===== src/rtl/vliw_issue_scoreboard.sv =====
// vliw_issue_scoreboard: per-register latency countdown scoreboard that stalls a 3-slot VLIW bundle in ID until all its operands and destinations are free
module vliw_issue_scoreboard #(
  parameter int NREGS = 32,
  parameter int RW    = 5
) (
  input  logic          clk,
  input  logic          rst_n,
  input  logic          i_bundle_valid,
  input  logic          i_flush,
  input  logic          i_s0_valid,
  input  logic          i_s0_regwrite,
  input  logic [RW-1:0] i_s0_dest,
  input  logic [RW-1:0] i_s0_src1,
  input  logic [RW-1:0] i_s0_src2,
  input  logic          i_s0_use1,
  input  logic          i_s0_use2,
  input  logic [1:0]    i_s0_lat,
  input  logic          i_s1_valid,
  input  logic          i_s1_regwrite,
  input  logic [RW-1:0] i_s1_dest,
  input  logic [RW-1:0] i_s1_src1,
  input  logic [RW-1:0] i_s1_src2,
  input  logic          i_s1_use1,
  input  logic          i_s1_use2,
  input  logic [1:0]    i_s1_lat,
  input  logic          i_s2_valid,
  input  logic          i_s2_regwrite,
  input  logic [RW-1:0] i_s2_dest,
  input  logic [RW-1:0] i_s2_src1,
  input  logic [RW-1:0] i_s2_src2,
  input  logic          i_s2_use1,
  input  logic          i_s2_use2,
  input  logic [1:0]    i_s2_lat,
  output logic          o_issue,
  output logic          o_pc_write,
  output logic          o_if_id_write,
  output logic          o_id_ex_bubble,
  output logic          o_dup_dest_err,
  output logic [15:0]   o_stall_cycles
);
  logic [1:0]    r_cnt [NREGS];
  logic [1:0]    w_nxt [NREGS];
  logic          r_dup;
  logic [15:0]   r_sc;
  logic [2:0]    w_v, w_rw, w_u1, w_u2, w_wrv, w_blk;
  logic [RW-1:0] w_d [3];
  logic [RW-1:0] w_a [3];
  logic [RW-1:0] w_b [3];
  logic [1:0]    w_l [3];
  logic          w_stall, w_issue, w_dup;
  assign w_v  = {i_s2_valid, i_s1_valid, i_s0_valid};
  assign w_rw = {i_s2_regwrite, i_s1_regwrite, i_s0_regwrite};
  assign w_u1 = {i_s2_use1, i_s1_use1, i_s0_use1};
  assign w_u2 = {i_s2_use2, i_s1_use2, i_s0_use2};
  assign w_d  = '{i_s0_dest, i_s1_dest, i_s2_dest};
  assign w_a  = '{i_s0_src1, i_s1_src1, i_s2_src1};
  assign w_b  = '{i_s0_src2, i_s1_src2, i_s2_src2};
  assign w_l  = '{i_s0_lat, i_s1_lat, i_s2_lat};
  for (genvar k = 0; k < 3; k++) begin : g_slot
    assign w_wrv[k] = w_v[k] & w_rw[k] & (w_d[k] != '0);
    assign w_blk[k] = w_v[k] & ((w_u1[k] & (r_cnt[w_a[k]] != 2'd0)) |
                                (w_u2[k] & (r_cnt[w_b[k]] != 2'd0)) |
                                (w_wrv[k] & (r_cnt[w_d[k]] != 2'd0)));
  end
  assign w_stall = i_bundle_valid & ~i_flush & (|w_blk);
  assign w_issue = i_bundle_valid & ~i_flush & ~w_stall;
  assign w_dup   = w_issue & ((w_wrv[0] & w_wrv[1] & (w_d[0] == w_d[1])) |
                              (w_wrv[0] & w_wrv[2] & (w_d[0] == w_d[2])) |
                              (w_wrv[1] & w_wrv[2] & (w_d[1] == w_d[2])));
  assign o_issue        = w_issue;
  assign o_pc_write     = ~w_stall;
  assign o_if_id_write  = ~w_stall;
  assign o_id_ex_bubble = ~w_issue;
  assign o_dup_dest_err = r_dup;
  assign o_stall_cycles = r_sc;
  // next countdown: decrement, overridden by issue loads; slot 0 wins duplicate dests because it is applied last
  always_comb begin
    for (int r = 0; r < NREGS; r++) begin
      w_nxt[r] = (r_cnt[r] != 2'd0) ? r_cnt[r] - 2'd1 : 2'd0;
      for (int k = 2; k >= 0; k--)
        if (w_issue && w_wrv[k] && (w_d[k] == RW'(r))) w_nxt[r] = w_l[k];
    end
    w_nxt[0] = 2'd0;
  end
  // scoreboard counters, duplicate-dest pulse and saturating stall counter
  always_ff @(posedge clk or negedge rst_n) begin
    if (!rst_n) begin
      r_cnt <= '{default: 2'd0};
      r_dup <= 1'b0;
      r_sc  <= 16'd0;
    end else begin
      r_cnt <= w_nxt;
      r_dup <= w_dup;
      if (w_stall && r_sc != 16'hFFFF) r_sc <= r_sc + 16'd1;
    end
  end
endmodule


===== config.mk =====
export PLATFORM = sky130hd
export DESIGN_NAME = vliw_issue_scoreboard
export DESIGN_NICKNAME = d
export VERILOG_FILES = /design/src/rtl/vliw_issue_scoreboard.sv
export SDC_FILE = /design/constraint.sdc
export NUM_CORES = 1
export LEC_CHECK = 0
export CAP_MARGIN = 15
export CELL_PAD_IN_SITES_DETAIL_PLACEMENT = 0
export CELL_PAD_IN_SITES_GLOBAL_PLACEMENT = 1
export CORE_UTILIZATION = 50
export DETAILED_ROUTE_END_ITERATION = 10
export DONT_BUFFER_PORTS = 1
export GPL_ROUTABILITY_DRIVEN = 1
export PLACE_DENSITY = 0.86
export SETUP_SLACK_MARGIN = 0.4
export SYNTH_ARGS = -nofsm -noshare
export SYNTH_HDL_FRONTEND = slang
export SYNTH_SLANG_ARGS = --single-unit

===== constraint.sdc =====
create_clock -name clk -period 4.99 [get_ports clk]
set_input_delay 0.998 -clock clk [delete_from_list [all_inputs] [get_ports clk]]
set_output_delay 0.998 -clock clk [all_outputs]
set_load 0.01 [all_outputs]

* Word-level counts from Yosys, hierarchy flattened
Cells that the tools add are included.
Word-level totals: flip-flop bits (word level) 79, bits in latches 0, memory bits (writable) 0, memory bits (read-only) 0, word-level logic and storage cells 511, memories 0
Operators by class: add/subtract/negate cells 32, multiply operators 0, div/mod/pow operators 0, order comparisons 9, equality and inequality tests 97, shift-type cells 0, mux-type cells 151, bitwise gates (word level) 48, reduce and logical (&&, ||, !) cells 141
Operator list (number):
- $mux W2 | 142
- $eq A5 B5 Y1 const B | 48
- $eq A5 B4 Y1 const B | 24
- $logic_and A1 B1 Y1 | 97
- $bmux W2 S5 | 9
- $reduce_bool A2 Y1 | 40
- $sub A2 B1 Y2 const B | 31
- $eq A5 B3 Y1 const B | 12
- $ge A6 B6 Y1 const B | 9
- $not A5 Y6 | 9
- $eq A5 B2 Y1 const B | 6
- $and A1 B1 Y1 | 28
- $add A16 B1 Y16 const B | 1
- $ne A16 B16 Y1 const B | 1
- $eq A5 B1 Y1 const B | 3
- $eq A5 B5 Y1 | 3
- $reduce_bool A5 Y1 | 3
- $or A1 B1 Y1 | 8
- $not A1 Y1 | 3
- $reduce_or A3 Y1 | 1

* Depth between registers and ports, before layout
Gate-level depths: netlist of the first run.
depth in word-level cells 18, mapped depth 14

* Worst setup path after synthesis of the first run
Ideal clock, no wire load.
kind input to output, start point input port i_s2_dest[0], end point output port o_id_ex_bubble, data arrival time 3.541 ns, setup slack 0.451 ns, cell stages on the path 9, path buffers 1, cell sequence inv_2 > mux4_2 > a2111oi_2 > a311o_1 > o32ai_1 > or4_4 > nor4_4 > inv_2 > buf_6
On the way: cells in the longest elaborated chain, start to end 13, elaborated cells on any way between the ends 15, classes of those cells 3 x mux; 9 x bitwise; 3 x reduce/logical
Ends and longest elaborated chain:
- from (decl) | RTL line 28 | input logic [RW-1:0] i_s2_dest,
- $not A5 Y6 (not written as such) | RTL line 63 | (w_wrv[k] & (r_cnt[w_d[k]] != 2'd0)));
- $bmux W2 S5 | RTL line 63
- $mux W2 (not written as such) (2 in a row) | RTL line 63
- $reduce_bool A2 Y1 | RTL line 63
- $and A1 B1 Y1 * | RTL line 63
- $or A1 B1 Y1 * | RTL line 62 | (w_u2[k] & (r_cnt[w_b[k]] != 2'd0)) |
- $and A1 B1 Y1 * | RTL line 61 | assign w_blk[k] = w_v[k] & ((w_u1[k] & (r_cnt[w_a[k]] != 2'd0)) |
- $reduce_or A3 Y1 * | RTL line 65 | assign w_stall = i_bundle_valid & ~i_flush & (|w_blk);
- $and A1 B1 Y1 * | RTL line 65
- $not A1 Y1 * | RTL line 66 | assign w_issue = i_bundle_valid & ~i_flush & ~w_stall;
- $and A1 B1 Y1 * | RTL line 66
- $not A1 Y1 * | RTL line 73 | assign o_id_ex_bubble = ~w_issue;
- to (decl) | RTL line 37 | output logic o_id_ex_bubble,
Every way passes the cells marked *; elsewhere a longest branch is shown, timed or not. The select of a mux whose other input is x is not followed.

* Worst setup path after layout of the first run
start point register r_cnt[43] (netlist bit), end point output port o_id_ex_bubble
On the way: cells in the longest elaborated chain, start to end 13, elaborated cells on any way between the ends 59, classes of those cells 27 x mux; 22 x bitwise; 10 x reduce/logical
Ends and longest elaborated chain:
- from (decl) | RTL line 41 | logic [1:0] r_cnt [NREGS];
- from (signal assigned) | RTL line 92 | r_cnt <= w_nxt;
- $bmux W2 S5, on equally long branches | RTL line 61, 62
- $mux W2, on equally long branches (2 in a row) | RTL line 61, 62
- $reduce_bool A2 Y1, on equally long branches | RTL line 61, 62
- $and A1 B1 Y1, on equally long branches | RTL line 61, 62
- $or A1 B1 Y1 | RTL line 61
- $or A1 B1 Y1 | RTL line 62
- $and A1 B1 Y1 | RTL line 61
- $reduce_or A3 Y1 * | RTL line 65
- $and A1 B1 Y1 * | RTL line 65
- $not A1 Y1 * | RTL line 66
- $and A1 B1 Y1 * | RTL line 66
- $not A1 Y1 * | RTL line 73
Marked as above.

==> summary.md, run 1 <==
| Metric | Value |
|---|---|
| Status | `finished, final reports clean` |
| Sequential cell area | `1980 µm²` |
| Via count | `approximately 8.5k` |
| Area Growth Syn to Fin | `8.37%` |
| Period utilization | `0.906` |
| Yosys cell types | `73` |
| Clock Root Buffer | `clkbuf_16` |
| FF-to-FF setup slack | `about 750 ps` |
| Diodes inserted | `0` |
| CP max stage cell | `nor2_2` |
| Top Usage Layer GRT | `met2` |
| FMAX | `0.221 GHz` |
| Reg2Reg Depth | `10` |
| Crit path capture type | `output pin` |
| CP peak stage delay | `about 530 ps` |
| DRC Markers | `0` |
| Htree depth | `3` |
| Critical Path Sink | `o_id_ex_bubble` |
| GR Util met1 | `0.494` |
| Worst Path Buf+Inv | `2` |
| Final Hold Viols | `0` |
| Final setup fails | `0` |
| LEAKAGE | `roughly 3.2 nW` |
| Drt pass-1 iters | `7` |
| Max-slew violation count | `0` |
| Avg Cell Area, Syn | `about 8.6 µm²` |
| Cells after DPL | `roughly 1.1k` |
| VDD IR max | `0.110 mV` |
| Skew final | `between 10 and 15 ps` |
| Vias per Instance | `7.38` |
| Tmin final | `between 4000 and 5000 ps` |
| Row count | `46` |
| Antenna violations before repair | `0` |
| Worst-Skew Late Latency | `350 ps` |
| TritonCTS clock tree | `yes` |
| DIE HEIGHT | `between 100 and 150 µm` |
| Non-filler cells, final | `~1.1k` |
| Net Count, Synth | `1001` |
| Crit path max-delay family | `simple AND/OR/NAND/NOR gates` |
| Placed Area | `around 8400 µm²` |
| Worst-Margin Slew | `~900 ps` |
| Per-cell routed wire length | `around 28 µm` |
| Routability cong. | `roughly 1.0` |
| Width of the die | `about 130 µm` |
| Critical path cell sequence | `nor2_2, a21oi_1, mux4_2, a22o_1, a311o_1, or4_4, nor4_4, buf_6, inv_2` |
| Detailed Route WL | `approximately 32 mm` |
| Layout Nets | `993` |
| CTS Buf Count | `9` |
| Clock slew at reported path FFs | `70 ps` |
| Power Total | `1.63 mW` |
| Port bufs | `0` |
| Resize count post-CTS | `0` |
| Initial Util | `0.509` |
| Worst EP required | `3990 ps` |
| RSZ-0062 raised after global routing | `no` |
| First-pass GRT wire length | `approximately 48 mm` |
| Hold_buf cts | `0` |
| Relative slew slack | `0.390` |
| Arr. time, crit path | `roughly 3500 ps` |
| CP startpoint | `r_cnt[43]` |
| Die Footprint | `approximately 17000 µm²` |
| Number of setup buffers added after CTS | `0` |
| Post-synthesis instance total | `between 900 and 1k` |
| Worst setup SP type | `flip-flop` |
| Final Util | `0.552` |
| Critical path peak fanout | `6` |
| Initial DRC count | `about 1.2k` |
| Clock tree buffer depth | `2` |
| Commonest non-fill, non-tap cell in the layout | `nand2_1` |
| Largest net degree at the start of global routing | `80` |
| Post-DP HPWL | `22.6 mm` |
| YS warnings | `0` |
| Design area | `around 8700 µm²` |
| Total track usage | `0.392` |
| Commonest non-fill, non-tap cells in the layout | `92 x nand2_1, 79 x dfrtp_1, 70 x nor2_1` |
| Final ANT Viol Nets | `0` |
| Layout cells sized above 1 | `0.176` |
| Critical R2R Capture | `r_cnt[19]` |
| M2 GR Usage | `0.576` |
| Number of global-route vias before repair | `between 7k and 8k` |
| Critical path depth | `9` |
| Setup TNS | `0 ps` |
| Seq cells post-synth | `between 70 and 80` |
| Post-synth EDFFs | `0` |
| Met3 usage | `0.134` |
| R2R Path Start | `r_cnt[43]` |
| Kind of critical path | `flip-flop to output pin` |
| Max cap viols | `0` |
| Layout fillers | `roughly 1.5k` |
| Congestion Overflow GR | `0` |
| Worst hold path type | `primary input to asynchronous set/reset pin` |
| Area of the multi-input gates | `~5700 µm²` |
| Ys async rst share | `1.00` |
| Core box area | `about 16000 µm²` |
| Clock Sinks | `79` |
| Seq/Total Area, Yosys | `0.245` |
| Predominant post-synthesis flop cell | `dfrtp_1` |
| I/O pins | `just under 90` |
| Post-Syn Area | `slightly above 8000 µm²` |
| Pwr per Cell Area | `between 150 and 200 nW/µm²` |
## cell usage after synthesis (4+ instances only)
cell	instances	area (µm²)
a211o_1	4	35.0
a211oi_1	6	45.0
a21oi_1	22	110
a221oi_1	7	61.3
a2bb2oi_1	4	35.0
a31oi_1	4	25.0
and2_1	9	56.3
and3_1	11	68.8
and4_1	4	35.0
buf_1	6	22.5
buf_2	15	75.1
clkbuf_1	43	161
dfrtp_1	79	1980
inv_1	38	143
mux2_2	19	214
mux2i_1	48	480
mux4_2	53	1190
nand2_1	92	345
nand2b_1	18	113
nand3_1	34	170
nand3b_1	4	30.0
nand4_1	26	163
nor2_1	73	274
nor2b_1	18	113
nor3_1	47	235
nor3b_1	6	45.0
nor4_1	6	37.5
o211ai_1	7	52.6
o21ai_0	29	145
o21ai_1	18	90.1
o21bai_1	7	52.6
o221ai_1	22	193
o22a_1	4	35.0
o22ai_1	31	194
o311a_1	8	80.1
o311ai_0	6	52.6
o31ai_1	4	30.0
o32ai_1	5	43.8
or2_1	5	31.3
or2_2	10	62.6
or4_1	4	30.0
xnor2_1	14	123
xor2_1	14	123
## state kept, by name, indices dropped and copies added (netlist names)
| register | count |
|---|---|
| o_dup_dest_err | 1 |
| o_stall_cycles | 16 |
| r_cnt | 62 |
## layout make-up
cell class / instances / share of cell area
Tap cell: 216 / 0.0310
Clock inverter: 7 / 0.00889
Clock buffer: 9 / 0.0258
Timing Repair Buffer: 49 / 0.0426
Inverter: 40 / 0.0173
Sequential cell: 79 / 0.226
Multi-Input combinational cell: 746 / 0.648
## cells by family after synthesis
| logic type | share of synthesized area |
|---|---|
| simple gates | 0.245 |
| compound gates | 0.188 |
| mux | 0.234 |
| flops | 0.245 |
| buf+inv | 0.0554 |
| xor+xnor | 0.0304 |
| fa+ha+maj | 0.00155 |
## per-layer routing
metal  up-vias  share of wire
li1       3567              -
met1      3979           0.36
met2       733           0.42
met3       173           0.14
met4         0          0.068
met5         -              0
## stage by stage
step                      hold slack [ps]  setup WS [ps]
after floorplan                       521            451
after global routing                  329            421
final                                 338            471
after detailed placement              543            451
after CTS                             335            429
after global placement                538            512
## how the worst min path moves through the flow
stage / end / start / cells past startpoint / slack [ps]
after floorplan: o_stall_cycles[5] / o_stall_cycles[5] / 1 / 520
after global placement: o_stall_cycles[5] / o_stall_cycles[5] / 1 / 540
after detailed placement: o_stall_cycles[5] / o_stall_cycles[5] / 1 / 540
after CTS: o_stall_cycles[14] / rst_n / 0 / 330
after global routing: o_stall_cycles[14] / rst_n / 0 / 330
final: o_stall_cycles[14] / rst_n / 0 / 340
## report_power, final
group,total (mW),internal [mW],switching [mW]
logic,0.252,0.109,0.143
registers,0.694,0.659,0.0351
clock network,0.688,0.393,0.295
No activity file was read; power rests on OpenSTA's default activity.
==> inputs of run 2 (changes only) <==
--- a/config.mk
+++ b/config.mk
@@ -5,14 +5,16 @@
 export SDC_FILE = /design/constraint.sdc
 export NUM_CORES = 1
 export LEC_CHECK = 0
+export ABC_AREA = 1
 export CAP_MARGIN = 15
 export CELL_PAD_IN_SITES_DETAIL_PLACEMENT = 0
 export CELL_PAD_IN_SITES_GLOBAL_PLACEMENT = 1
-export CORE_UTILIZATION = 50
+export CORE_UTILIZATION = 44
 export DETAILED_ROUTE_END_ITERATION = 10
 export DONT_BUFFER_PORTS = 1
 export GPL_ROUTABILITY_DRIVEN = 1
 export PLACE_DENSITY = 0.86
+export RECOVER_POWER = 100
 export SETUP_SLACK_MARGIN = 0.4
 export SYNTH_ARGS = -nofsm -noshare
 export SYNTH_HDL_FRONTEND = slang
==> run 2 against run 1 <==
Effect of this change: utilization fell by 7.3 points; synthesized cell count up 79%; synthesized area rose by 10%; non-clock buffer count fell by 25; critical endpoint is now r_cnt[41]; sequential cell count did not move; die area rose by 25%; power grew 4.6%; hold slack better by 7.3 ps; combinational power is 33% higher; critical path depth is 8 higher; count of clock-buffer cells in the layout unchanged.
==> summary.md, run 2 <==
| Metric | Value |
|---|---|
| Status | `finished, final reports clean` |
| Post-synth EDFFs | `0 (unchanged)` |
| Crit path capture type | `flip-flop` |
| Clk network pwr share | `0.390 (-0.031)` |
| Initial Util | `0.453 (-0.0565)` |
| Antenna violations before repair | `0 (unchanged)` |
| Crit path max-delay family | `simple AND/OR/NAND/NOR gates` |
| Reg with most FFs | `r_cnt` |
| Kind of critical path | `primary input to flip-flop` |
| Final ANT Viol Nets | `0 (unchanged)` |
| Skew final | `14.0 ps (+3.32 ps)` |
| Routability cong. | `1.07 (+4.5%)` |
| Clock tree buffer depth | `2 (unchanged)` |
| Worst Path Buf+Inv | `3 (+1)` |
| Vias per Instance | `5.76 (-22%)` |
| Predominant post-synthesis flop cell | `dfrtp_1` |
| DRC Markers | `0 (unchanged)` |
| Yosys cell types | `31 (-58%)` |
| VDD IR max | `0.214 mV (+95%)` |
| Tmin final | `4610 ps (+94.0 ps)` |
| Seq cells post-synth | `79 (unchanged)` |
| LEAKAGE | `4.92 nW (+55%)` |
| Detailed Route WL | `37.1 mm (+16%)` |
| Width of the die | `144 µm (+12%)` |
| Commonest non-fill, non-tap cell in the layout | `nand2_1` |
| First-pass GRT wire length | `56.3 mm (+18%)` |
| TritonCTS clock tree | `yes` |
| Area Growth Syn to Fin | `5.70%` |
| YS warnings | `0 (unchanged)` |
| I/O pins | `88 (unchanged)` |
| Worst EP required | `5240 ps (+1250 ps)` |
| Sequential cell area | `1980 µm² (unchanged)` |
| Max cap viols | `0 (unchanged)` |
| Clock slew at reported path FFs | `80 ps (about the same)` |
| Clock Sinks | `79 (unchanged)` |
| Max reg flops | `62 (unchanged)` |
| Synth top cells by count | `546 x nand2_1, 296 x nor2_1, 222 x nand3_1` |
| Port bufs | `0 (unchanged)` |
| Die Footprint | `20700 µm² (+25%)` |
| Row count | `51 (+11%)` |
| FMAX | `0.217 GHz (-2.0%)` |
| Yosys top cell by area | `nand2_1` |
| Htree depth | `3 (unchanged)` |
| Comb pwr share | `0.195 (+0.041)` |
| Post-DP HPWL | `26.9 mm (+19%)` |
| Seq/Total Area, Yosys | `0.223 (-0.0224)` |
| Relative slew slack | `0.266 (-0.123)` |
| Most used standard cell by instance count after synthesis | `nand2_1` |
| Net Count, Synth | `1734 (+73%)` |
| Congestion Overflow GR | `0 (unchanged)` |
| CTS Buf Count | `9 (unchanged)` |
| CP peak stage delay | `750 ps (+220 ps)` |
| Final Util | `0.478 (-0.0733)` |
| Layout Nets | `1712 (+72%)` |
| Via count | `11.0k (+31%)` |
| Per-cell routed wire length | `19.4 µm (-30%)` |
| Initial DRC count | `1174 (-0.42%)` |
| Internal power consumption | `1.11 mW (-4.3%)` |
| Yosys top cell area share | `0.231 (-0.0142)` |
| Sequential Power Share | `0.414 (-0.011)` |
| Worst setup SP type | `primary input` |
| Final Hold Viols | `0 (unchanged)` |
| Layout cells sized above 1 | `0.0297 (-0.147)` |
| Post-Syn Area | `8860 µm² (+10%)` |
| Worst-Margin Slew | `1100 ps (+182 ps)` |
| Period utilization | `0.924 (+0.0188)` |
| Final setup fails | `0 (unchanged)` |
| Pwr per Cell Area | `182 nW/µm² (-2.6%)` |
| Total track usage | `0.365 (-0.0272)` |
| RSZ-0062 raised after global routing | `no` |
| Area of the multi-input gates | `5780 µm² (+2.2%)` |
| Synth area leaders | `nand2_1 23%, dfrtp_1 22%, nand3_1 13%` |
| Setup TNS | `0 ps (unchanged)` |
| Worst-Skew Late Latency | `350 ps (about the same)` |
| Max-slew violation count | `0 (unchanged)` |
| Ys async rst share | `1.00 (unchanged)` |
| Clock Root Buffer | `clkbuf_16` |
| Post-synthesis instance total | `1666 (+79%)` |
| Sw Share | `0.349 (+0.0603)` |
| Critical path peak fanout | `24 (+18)` |
| Drt pass-1 iters | `6 (-1)` |
| Arr. time, crit path | `4860 ps (+1340 ps)` |
| Worst hold path type | `primary input to asynchronous set/reset pin` |
| Number of global-route vias before repair | `9912 (+25%)` |
| DIE HEIGHT | `144 µm (+12%)` |
| CP max stage cell | `nor2_1` |
| Psw | `0.597 mW (+26%)` |
| Core box area | `19600 µm² (+24%)` |
| Avg Cell Area, Syn | `5.32 µm² (-38%)` |
| Layout fillers | `2218 (+53%)` |
| Diodes inserted | `0 (unchanged)` |
| Largest net degree at the start of global routing | `80 (unchanged)` |
| Commonest non-fill, non-tap cells in the layout | `546 x nand2_1, 296 x nor2_1, 225 x nand3_1` |
| Critical path cell sequence | `nor2_1, nand3_1, nand3_1, nor2_1, nand2_1, nand3_1, nand2_1, nand3_1, nor2_4, buf_4, nand3_1, inv_1, nand2_1, inv_1, nor2_1, nand2_1, nand2_1` |
## run 2: cell count changes after synthesis, sizes merged, moves of 20 or more
cell / previous run / this run
a21oi: 22 / 72
inv: 40 / 203
mux2i: 48 / 0
mux4: 53 / 0
nand2: 92 / 548
nand3: 34 / 225
nand4: 26 / 77
nor2: 75 / 300
nor3: 50 / 14
o221ai: 22 / 0
o22ai: 31 / 11
## run 2: power by group through the flow
stage          registers [mW]  logic, mW  clock network [mW]
6_report                0.708      0.334               0.667
5_1_grt                 0.713      0.370               0.702
4_1_cts                 0.709      0.327               0.674
3_5_place_dp            0.721      0.326                   0
3_3_place_gp            0.720      0.322                   0
2_1_floorplan           0.712      0.272                   0
## run 2: layout make-up
class                   instances  share of cell area
multi-input cells            1313               0.617
well taps                     265              0.0354
clock inverters                 7             0.00681
repair buffers                 24              0.0186
flip-flops and latches         79               0.211
inverters                     217              0.0869
clock buffers                   9              0.0240
## run 2: logic make-up (layout without fill, tap and decap cells)
logic type               after synthesis  in the layout  synth area share
AO/OA/AOI/OAI                        118            118            0.0699
buffers and inverters                274            257             0.122
XOR/XNOR                              24             24            0.0237
adder cells (fa/ha/maj)                1              1           0.00141
flip-flops                            79             79             0.223
AND/OR/NAND/NOR                     1170           1170             0.560
## run 2: what timing repair did
| action | CTS | global route |
|---|---|---|
| gates resized for setup | 0 | 1 |
| endpoints found under the setup margin | 0 | 1 |
| setup buffers | 0 | 0 |
| hold buffers | 0 | 0 |
## run 2: metrics by stage
stage          area, µm²  instances  total power, mW  hold slack, ps  setup WS, ps
2_1_floorplan       8860       1666            0.984             522          1310
3_3_place_gp        9110       1898             1.04             564           685
3_5_place_dp        9110       1898             1.05             569           701
4_1_cts             9400       1914             1.71             335           697
5_1_grt             9370       1914             1.78             339           316
6_report            9370       1914             1.71             345           377
## run 2: layer usage
metal | GRT usage | up-vias | part of all wire
li1 | - | 5257 | -
met1 | 0.482 | 4927 | 0.39
met5 | 0 | - | 0
met3 | 0.0716 | 148 | 0.13
met2 | 0.556 | 699 | 0.43
met4 | 0.197 | 0 | 0.056
## run 2: final timing paths
path | slack, ps | start | cells after the start | endpoint
setup / recovery | 380 | i_s2_dest[0] | 17 | r_cnt[41]
hold / removal | 350 | rst_n | 0 | r_cnt[5]
setup reg to reg | 620 | r_cnt[1] | 21 | r_cnt[41]
hold reg to reg | 580 | o_stall_cycles[4] | 1 | o_stall_cycles[4]
max in group asynchronous | 4520 | rst_n | 0 | r_cnt[46]
min in group clk | 580 | o_stall_cycles[4] | 1 | o_stall_cycles[4]
## run 2: worst reg2reg max path: cells and delay by family (launching register included)
kind / cells / cell delay, ps
and+or+nand+nor: 18 / 2980
buffers and inverters: 3 / 880
DFF: 1 / 410
==> inputs of run 3 (changes only) <==
--- a/config.mk
+++ b/config.mk
@@ -6,12 +6,12 @@
 export NUM_CORES = 1
 export LEC_CHECK = 0
 export ABC_AREA = 1
+export BUFFER_PORTS_ARGS = -buffer_cell sky130_fd_sc_hd__buf_2
 export CAP_MARGIN = 15
 export CELL_PAD_IN_SITES_DETAIL_PLACEMENT = 0
 export CELL_PAD_IN_SITES_GLOBAL_PLACEMENT = 1
-export CORE_UTILIZATION = 44
+export CORE_UTILIZATION = 41
 export DETAILED_ROUTE_END_ITERATION = 10
-export DONT_BUFFER_PORTS = 1
 export GPL_ROUTABILITY_DRIVEN = 1
 export PLACE_DENSITY = 0.86
 export RECOVER_POWER = 100
==> constraint.sdc (replaced) <==
create_clock -name clk -period 4.5 [get_ports clk]
set_input_delay 0.9 -clock clk [delete_from_list [all_inputs] [get_ports clk]]
set_output_delay 0.9 -clock clk [all_outputs]
set_load 0.01 [all_outputs]
==> run 3 against run 2 <==
Effect of this change: the flow now finishes with violations (capacitance limit, slew limit); non-clock buffer count up 102; sequential cell count unchanged; via count grew 2.3%; final cell count is 5.9% higher.
==> summary.md, run 3 (synthesized netlist as in run 2, its figures left out) <==
| Metric | Value |
|---|---|
| Power Total | `2.08 mW (+22%)` |
| Design area | `9940 µm² (+6.0%)` |
| Worst hold path type | `flip-flop to flip-flop` |
| Relative slew slack | `-1.31 (-1.58)` |
| RSZ-0062 raised after global routing | `no` |
| Layout Nets | `1814 (+6.0%)` |
| Row count | `53 (+3.9%)` |
| DRC Markers | `0 (unchanged)` |
| Skew final | `16.5 ps (+2.51 ps)` |
| Clock Sinks | `79 (unchanged)` |
| TritonCTS clock tree | `yes` |
| VDD IR max | `0.273 mV (+28%)` |
| Layout cells sized above 1 | `0.0754 (+0.0457)` |
| Worst-Margin Slew | `3470 ps (+2370 ps)` |
| Initial Util | `0.420 (-0.0321)` |
| Status | `finished, violations left` |
| Crit path capture type | `flip-flop` |
| First-pass GRT wire length | `57.8 mm (+2.7%)` |
| Width of the die | `149 µm (+3.5%)` |
| Non-filler cells, final | `2026 (+5.9%)` |
| FMAX | `roughly 0.25 GHz` |
| Failing checks | `capacitance limit, slew limit` |
| Number of global-route vias before repair | `10.2k (+3.3%)` |
| Port bufs | `87 (+87)` |
| CTS Buf Count | `9 (unchanged)` |
| Clock Root Buffer | `clkbuf_16` |
| Per-cell routed wire length | `18.9 µm (-2.2%)` |
| Via count | `11.3k (+2.3%)` |
| Total track usage | `0.345 (-0.0198)` |
| Clock tree buffer depth | `2 (unchanged)` |
| Clk network pwr share | `0.385 (-0.005)` |
| I/O pins | `88 (unchanged)` |
| Post-DP HPWL | `28.1 mm (+4.7%)` |
| Internal power consumption | `1.33 mW (+19%)` |
| Drt pass-1 iters | `7 (+1)` |
| Diodes inserted | `0 (unchanged)` |
| Commonest non-fill, non-tap cell in the layout | `nand2_1` |
| Htree depth | `3 (unchanged)` |
| Sw Share | `0.363 (+0.0135)` |
| Max-slew violation count | `58 (+58)` |
| Period utilization | `0.889` |
| LEAKAGE | `5.29 nW (+7.4%)` |
| Commonest non-fill, non-tap cells in the layout | `545 x nand2_1, 296 x nor2_1, 223 x nand3_1` |
| Pre-CTS WS | `400 ps (-301 ps)` |
| Core box area | `21100 µm² (+7.6%)` |
| Hold_buf cts | `0 (unchanged)` |
| Max reg flops | `62 (unchanged)` |
| Final setup fails | `0 (unchanged)` |
| Sequential Power Share | `0.368 (-0.046)` |
| Worst-Skew Late Latency | `360 ps (about the same)` |
| Placed Area | `9680 µm² (+6.2%)` |
| Tmin final | `around 4000 ps` |
| Max cap viols | `1 (+1)` |
| Final Hold Viols | `0 (unchanged)` |
| Initial DRC count | `1121 (-4.5%)` |
| Detailed Route WL | `38.4 mm (+3.5%)` |
| Clock slew at reported path FFs | `70 ps (about the same)` |
| Kind of critical path | `primary input to flip-flop` |
| Critical path peak fanout | `35 (+46%)` |
| Area Growth Syn to Fin | `12.1%` |
| Congestion Overflow GR | `0 (unchanged)` |
| Worst setup SP type | `primary input` |
| Worst EP required | `4740 ps (-500 ps)` |
| Arr. time, crit path | `4240 ps (-620 ps)` |
| Final ANT Viol Nets | `0 (unchanged)` |
| Routability cong. | `1.01 (-6.4%)` |
| Comb pwr share | `0.248 (+0.053)` |
| Vias per Instance | `5.57 (-3.4%)` |
| Die Footprint | `22200 µm² (+7.2%)` |
| Final hold slack | `512 ps (+167 ps)` |
| Largest net degree at the start of global routing | `58 (-28%)` |
| PnR worst setup slack | `498 ps (+121 ps)` |
| DIE HEIGHT | `149 µm (+3.5%)` |
| Psw | `0.755 mW (+26%)` |
| Antenna violations before repair | `0 (unchanged)` |
| Final Util | `0.471 (-0.00709)` |
| Cells after DPL | `2010 (+5.9%)` |
| Pwr per Cell Area | `209 nW/µm² (+15%)` |
| Setup TNS | `0 ps (unchanged)` |
| Reg with most FFs | `r_cnt` |
[run 3: final timing paths]
path                                    from                end  slack, ps  cells after the start
max in group asynchronous              rst_n          r_cnt[48]        820                      1
setup reg to reg                   r_cnt[53]          r_cnt[27]        720                     19
setup / recovery                i_s1_dest[1]          r_cnt[27]        500                     21
hold / removal             o_stall_cycles[4]  o_stall_cycles[4]        510                      1
min in group asynchronous              rst_n          r_cnt[58]       1730                      1
hold reg to reg            o_stall_cycles[4]  o_stall_cycles[4]        510                      1
[run 3: power groups by stage]
stage	Clock, mW	Combinational, mW	Sequential (mW)
after floorplan	0	0.301	0.790
after global placement	0	0.512	0.779
after detailed placement	0	0.511	0.779
after CTS	0.807	0.515	0.765
after global routing	0.839	0.560	0.770
final	0.800	0.515	0.765
[run 3: final cells by class]
| class | instances | area (µm²) |
|---|---|---|
| inverters | 217 | 815 |
| clock inverters | 7 | 87.6 |
| clock buffers | 9 | 225 |
| fillers | 2361 | 11200 |
| well taps | 275 | 344 |
| repair buffers | 126 | 696 |
| multi-input cells | 1313 | 5790 |
| flip-flops and latches | 79 | 1980 |
[run 3: per-layer routing]
layer / routed length, µm / vias up / part of all wire / global-route usage
li1: - / 5458 / - / -
met1: 15500 / 5034 / 0.40 / 0.451
met2: 16600 / 638 / 0.43 / 0.540
met3: 4170 / 150 / 0.11 / 0.0609
met4: 2050 / 0 / 0.053 / 0.183
met5: 0 / - / 0 / 0
[run 3: repair_timing]
action,in CTS,in global routing
endpoints found under the setup margin,0,5
buffers inserted,0,0
resized for setup,0,3
[run 3: critical path, stage by stage]
cell	delay (ps)
buf_2	180
inv_1	90
nand2_1	350
nor2_1	230
nand2_1	90
o21ai_0	110
nor2_1	100
nand2_1	80
nor2_1	100
nor2_1	50
nand2_1	60
nand3_1	80
nand2_1	100
nand3_2	150
nor3_1	190
clkbuf_2	680
nand3_1	270
inv_1	130
nand2_1	60
nand3_1	130
nand2_1	50
